===== src/rtl/imem_loader.sv =====
`default_nettype none
// ============================================================================
// Module      : imem_loader
// Description : Boot/reload controller for the writable instruction memory.
//               Holds the CPU, receives a byte stream over valid/ready, packs
//               four bytes (MSB first) into each instruction word and writes
//               consecutive words from index 0. Aborts with a sticky error if
//               the stream stalls for too long.
// Revision    : 1.0 - initial release
// ============================================================================
module imem_loader #(
  parameter int AW      = 5,
  parameter int TIMEOUT = 1024
) (
  input  logic          Clk,
  input  logic          Clrn,
  input  logic          Start,
  input  logic [AW:0]   Len,
  input  logic [7:0]    Byte_in,
  input  logic          Byte_valid,
  output logic          Byte_ready,
  output logic          Mem_we,
  output logic [AW-1:0] Mem_addr,
  output logic [31:0]   Mem_wdata,
  output logic          Cpu_run,
  output logic          Busy,
  output logic          Done,
  output logic          Err
);

  localparam int          TW       = (TIMEOUT > 2) ? $clog2(TIMEOUT) : 1;
  localparam logic [TW-1:0] TOUT_LAST = TW'(TIMEOUT - 1);
  localparam logic [AW:0] MAX_LEN  = {1'b1, {AW{1'b0}}};

  typedef enum logic [1:0] {
    S_RUN    = 2'd0,
    S_LOAD   = 2'd1,
    S_WRITE  = 2'd2,
    S_FINISH = 2'd3
  } state_t;

  state_t        state, state_nxt;
  logic [AW:0]   len_q, len_nxt;
  logic [AW-1:0] widx, widx_nxt;
  logic [1:0]    bcnt, bcnt_nxt;
  logic [TW-1:0] timer, timer_nxt;
  logic [23:0]   word, word_nxt;

  logic          ready_nxt, we_nxt, run_nxt, busy_nxt, done_nxt, err_nxt;
  logic [AW-1:0] addr_nxt;
  logic [31:0]   wdata_nxt;

  logic          xfer;
  logic          len_ok;
  logic          last_word;

  assign xfer      = Byte_valid & Byte_ready;
  assign len_ok    = (Len != '0) && (Len <= MAX_LEN);
  assign last_word = ({1'b0, widx} == (len_q - 1'b1));

  // State and all registered outputs; async clear returns to the run state.
  always_ff @(posedge Clk or negedge Clrn) begin
    if (!Clrn) begin
      state      <= S_RUN;
      len_q      <= '0;
      widx       <= '0;
      bcnt       <= '0;
      timer      <= '0;
      word       <= '0;
      Byte_ready <= 1'b0;
      Mem_we     <= 1'b0;
      Mem_addr   <= '0;
      Mem_wdata  <= '0;
      Cpu_run    <= 1'b1;
      Busy       <= 1'b0;
      Done       <= 1'b0;
      Err        <= 1'b0;
    end else begin
      state      <= state_nxt;
      len_q      <= len_nxt;
      widx       <= widx_nxt;
      bcnt       <= bcnt_nxt;
      timer      <= timer_nxt;
      word       <= word_nxt;
      Byte_ready <= ready_nxt;
      Mem_we     <= we_nxt;
      Mem_addr   <= addr_nxt;
      Mem_wdata  <= wdata_nxt;
      Cpu_run    <= run_nxt;
      Busy       <= busy_nxt;
      Done       <= done_nxt;
      Err        <= err_nxt;
    end
  end

  // Next-state and next-output logic; strobes default low, everything else holds.
  always_comb begin
    state_nxt = state;
    len_nxt   = len_q;
    widx_nxt  = widx;
    bcnt_nxt  = bcnt;
    timer_nxt = timer;
    word_nxt  = word;
    ready_nxt = Byte_ready;
    we_nxt    = 1'b0;
    addr_nxt  = Mem_addr;
    wdata_nxt = Mem_wdata;
    run_nxt   = Cpu_run;
    busy_nxt  = Busy;
    done_nxt  = 1'b0;
    err_nxt   = Err;

    case (state)
      S_RUN: begin
        if (Start && len_ok) begin
          len_nxt   = Len;
          widx_nxt  = '0;
          bcnt_nxt  = '0;
          timer_nxt = '0;
          err_nxt   = 1'b0;
          state_nxt = S_LOAD;
          run_nxt   = 1'b0;
          busy_nxt  = 1'b1;
          ready_nxt = 1'b1;
        end
      end

      S_LOAD: begin
        if (xfer) begin
          timer_nxt = '0;
          bcnt_nxt  = bcnt + 1'b1;
          word_nxt  = {word[15:0], Byte_in};
          if (bcnt == 2'd3) begin
            state_nxt = S_WRITE;
            ready_nxt = 1'b0;
            we_nxt    = 1'b1;
            addr_nxt  = widx;
            wdata_nxt = {word, Byte_in};
          end
        end else if (timer == TOUT_LAST) begin
          // Stalled producer: give the CPU back, drop any partial word.
          state_nxt = S_RUN;
          err_nxt   = 1'b1;
          run_nxt   = 1'b1;
          busy_nxt  = 1'b0;
          ready_nxt = 1'b0;
        end else begin
          timer_nxt = timer + 1'b1;
        end
      end

      S_WRITE: begin
        timer_nxt = '0;
        if (last_word) begin
          state_nxt = S_FINISH;
          done_nxt  = 1'b1;
        end else begin
          widx_nxt  = widx + 1'b1;
          state_nxt = S_LOAD;
          ready_nxt = 1'b1;
        end
      end

      S_FINISH: begin
        state_nxt = S_RUN;
        run_nxt   = 1'b1;
        busy_nxt  = 1'b0;
      end

      default: begin
        state_nxt = S_RUN;
      end
    endcase
  end

endmodule
`default_nettype wire

===== config.mk =====
export PLATFORM = sky130hd
export DESIGN_NAME = imem_loader
export DESIGN_NICKNAME = d
export VERILOG_FILES = /design/src/rtl/imem_loader.sv
export SDC_FILE = /design/constraint.sdc
export NUM_CORES = 1
export LEC_CHECK = 0
export CAP_MARGIN = 20
export CORE_UTILIZATION = 55
export CTS_BUF_LIST = sky130_fd_sc_hd__clkbuf_8 sky130_fd_sc_hd__clkbuf_16
export DETAILED_ROUTE_END_ITERATION = 7
export DONT_BUFFER_PORTS = 1
export PLACE_DENSITY = 0.7
export SYNTH_ARGS = -nofsm -noshare
export SYNTH_HDL_FRONTEND = slang
export SYNTH_SLANG_ARGS = --single-unit

===== constraint.sdc =====
create_clock -name Clk -period 2.8 [get_ports Clk]
set_clock_uncertainty 0.2 [all_clocks]
set_input_delay 0.42 -clock Clk [delete_from_list [all_inputs] [get_ports Clk]]
set_output_delay 0.42 -clock Clk [all_outputs]
set_load 0.02 [all_outputs]

==> qor.csv <==
stage,metric,value,unit
sta,worst hold slack,20.3,ps
floorplan,num rows,30,
logic_synthesis,register bit total from synthesis,92,
floorplan,initial core utilization,57.5,%
logic_synthesis,main flop type after synthesis,dfrtp_1,
sta,final period utilization,84.4,%
sta,Least-Margin Pin Slew,460,ps
detailed_routing,drt wl/cell,15.2,um
power,reported net switching power,1490,uW
logic_synthesis,syn avg cell area,10.9,um^2
power,sequential share of power,54.7,%
logic_synthesis,"Cell Area, Synth",3950,um^2
sta,RSZ-0062 raised after global routing,false,
clocking,cts bufs inserted,9,
clocking,CTS Sinks,92,
detailed_routing,vias,2605,
clocking,root buffer cell,clkbuf_8,
floorplan,Die Y-Extent,86.7,um
place,Port Buffers,0,
sta,setup TNS,0,ps
grt,number of antenna violations at the first check in global routing,0,
place,Routability Congestion,0.816,
setup_path,CP arrival,2400,ps
power,pwr dens,939,nW/um^2
finish,area grow syn2layout,11.7,%
power,internal cell power,2650,uW
power,combinational power share,23.9,%
sta,normalized max-slew margin,69.3,%
logic_synthesis,most frequent cell after synthesis,dfrtp_1,
power,Leak,0.00223,uW
clocking,"Clk Latency, worst-skew pair",340,ps
logic_synthesis,Yosys top cell by area,dfrtp_1,
clocking,Post-CTS Setup Bufs,0,
floorplan,I/O pin cnt,61,
clocking,TritonCTS clock tree,built,
sta,Final min period,2360,ps
sta,final setup fails,0,
logic_synthesis,top cell type's share of synthesized area,57.7,%
setup_path,startpoint type of the worst setup path,flop,
clocking,Post-CTS Resized,0,
finish,filler instances,554,
power,Clock power frac,21.4,%
grt,vias in the first global route,2577,
run_status,outcome,"finished, final reports clean",
min_path,worst hold start,Len[5],
finish,layout cell share with drive strength beyond 1,18.4,%
grt,Tot GR Track Use,21.3,%
clocking,H-tree depth,3,
floorplan,die width,86.7,um
grt,first-pass GRT wire length,12.4,mm
logic_synthesis,Post-synth top cells,"dfrtp_1, nand2_1, mux2_2",
setup_path,Crit Path Category,reg -> reg,
floorplan,core area,6870,um^2
logic_synthesis,synth top area cells,"dfrtp_1, mux2_2, nand2_1, nor2_1, o21ai_0",
clocking,clk buf depth,2,
setup_path,worst-path maximum fanout,9,
logic_synthesis,gate count after technology mapping,361,
logic_synthesis,Synth cell types,40,
logic_synthesis,post-synthesis sequential area ratio,58.3,%
detailed_routing,remaining antenna violation count,0,
setup_path,Worst Setup SP,len_q[0]$_DFFE_PN0P_,
sta,Final Hold Viols,0,
clocking,Clock Pin Slew Worst Setup and Hold Paths,90,ps
floorplan,Die ar.,7520,um^2
logic_synthesis,number of synthesized flops with an enable pin,0,
detailed_routing,drt pass-1 iters,4,
setup_path,CP Capture Type,flop,
detailed_routing,DR vias/cell,5.46,
power,Net Sw Frac,36.1,%
grt,gr ovfl total,0,
finish,Layout Nets,398,
sta,max-slew violations,0,
grt,pin count of the biggest net entering global routing,93,
logic_synthesis,Synth Net Count,383,
finish,ant diodes,0,
sta,fmax,423,MHz
run,Max-cap violations,0,
detailed_routing,Iter 0 DRT Violations,161,
detailed_routing,DRC viols,0,
logic_synthesis,Synth async-reset ratio,100,%
power,Max VDD drop,0.478,mV
finish,Multi-input gate area,1560,um^2
logic_synthesis,YS warnings,0,
detailed_routing,Post-Route WL,7.25,mm
setup_path,worst r2r src,len_q[0]$_DFFE_PN0P_,
finish,FF/Latch Area,2300,um^2
place,DP Wirelength,4.74,mm
min_path,Hold Path Class,in -> reg,
setup_path,Worst Path Required,2840,ps
## logic make-up after synthesis
kind of cell | after synthesis | synth area share (%)
muxes | 45 | 12.8
xor gates and xnor gates | 9 | 2.00
buffers and inverters | 23 | 2.34
AOI/OAI and AO/OA | 45 | 7.51
DFF | 92 | 58.3
adders and majority gates | 4 | 1.27
and+or+nand+nor | 143 | 15.8
## through the flow
| step | instance area [um^2] | total power (uW) | setup WS, ps | std cells | utilization [%] |
|---|---|---|---|---|---|
| 2_1_floorplan | 3950 | 2990 | 398 | 361 | - |
| 3_3_place_gp | 4060 | 3190 | 315 | 448 | 59.1 |
| 3_5_place_dp | 4060 | 3250 | 294 | 448 | 59.1 |
| 4_1_cts | 4380 | 4180 | 431 | 474 | 63.8 |
| 5_1_grt | 4410 | 4420 | 261 | 477 | 64.2 |
| 6_report | 4410 | 4140 | 437 | 477 | 64.2 |
## area by class of cell
class                   instances  area share (%)
well taps                      96            2.72
clock inverters                 6            1.45
flip-flops and latches         92            52.2
multi-input cells             246            35.3
clock buffers                  10            3.12
inverters                       9           0.766
repair buffers                 18            4.48
## state kept, by name, indices dropped and copies added, names as in the netlist, 2 cells and up
name       cells
word          24
Mem_addr       5
widx           5
Mem_wdata     32
bcnt           2
state          2
timer         10
len_q          6
## routing by layer
metal	vias up	wire, um	GRT usage, %
met1	1273	3440	30.0
met3	2	412	5.33
met2	64	3360	32.1
met5	-	0	0
li1	1266	-	-
met4	0	31	7.88
## power by group through the flow
stage                     sequential [uW]  combinational (uW)  clock, uW
after floorplan                      2180                 819          0
after global placement               2290                 903          0
after detailed placement             2300                 955          0
after CTS                            2270                 998        911
after global routing                 2330                1140        952
final                                2270                 988        886
## path summary, 6_finish.rpt
| kind | end | slack (ps) | depth (start not counted) |
|---|---|---|---|
| setup reg to reg | widx[4]$_DFFE_PN0P_ | 440 | 6 |
| hold / removal | len_q[5]$_DFFE_PN0P_ | 20 | 1 |
| hold reg to reg | word[20]$_DFFE_PN0P_ | 280 | 2 |
| setup / recovery | widx[4]$_DFFE_PN0P_ | 440 | 6 |
| max in group asynchronous | Cpu_run$_DFFE_PN1P_ | 1570 | 2 |
| min in group asynchronous | Mem_wdata[29]$_DFFE_PN0P_ | 440 | 2 |
## cells in the final DEF, fill, tap and decap left out, drive strengths merged, types with 2 or more instances in the layout
cell / count
a21oi: 12
a22o: 5
a31oi: 4
and3: 3
buf: 6
clkbuf: 10
clkinv: 3
dfrtp: 91
dlygate4sd3: 12
ha: 4
inv: 10
mux2: 43
mux2i: 2
nand2: 88
nand2b: 3
nand3: 10
nand4: 6
nor2: 18
nor2b: 2
nor3: 4
o21a: 3
o21ai: 13
or3: 4
xnor2: 4
xor2: 5
## critical path, cell delays in order, from the launching register on
cell and delay [ps]:
dfrtp_1 420, or3_1 430, nor3_1 210, xnor2_1 170, nand4_1 350, and3_1 320
o21a_1 160
## timing repair
item / in CTS / in global routing
setup endpoints to repair: 0 / 0
hold buffers: 10 / 3
hold endpoints to repair: 101 / 3
Power figures use the tool's default switching activity.
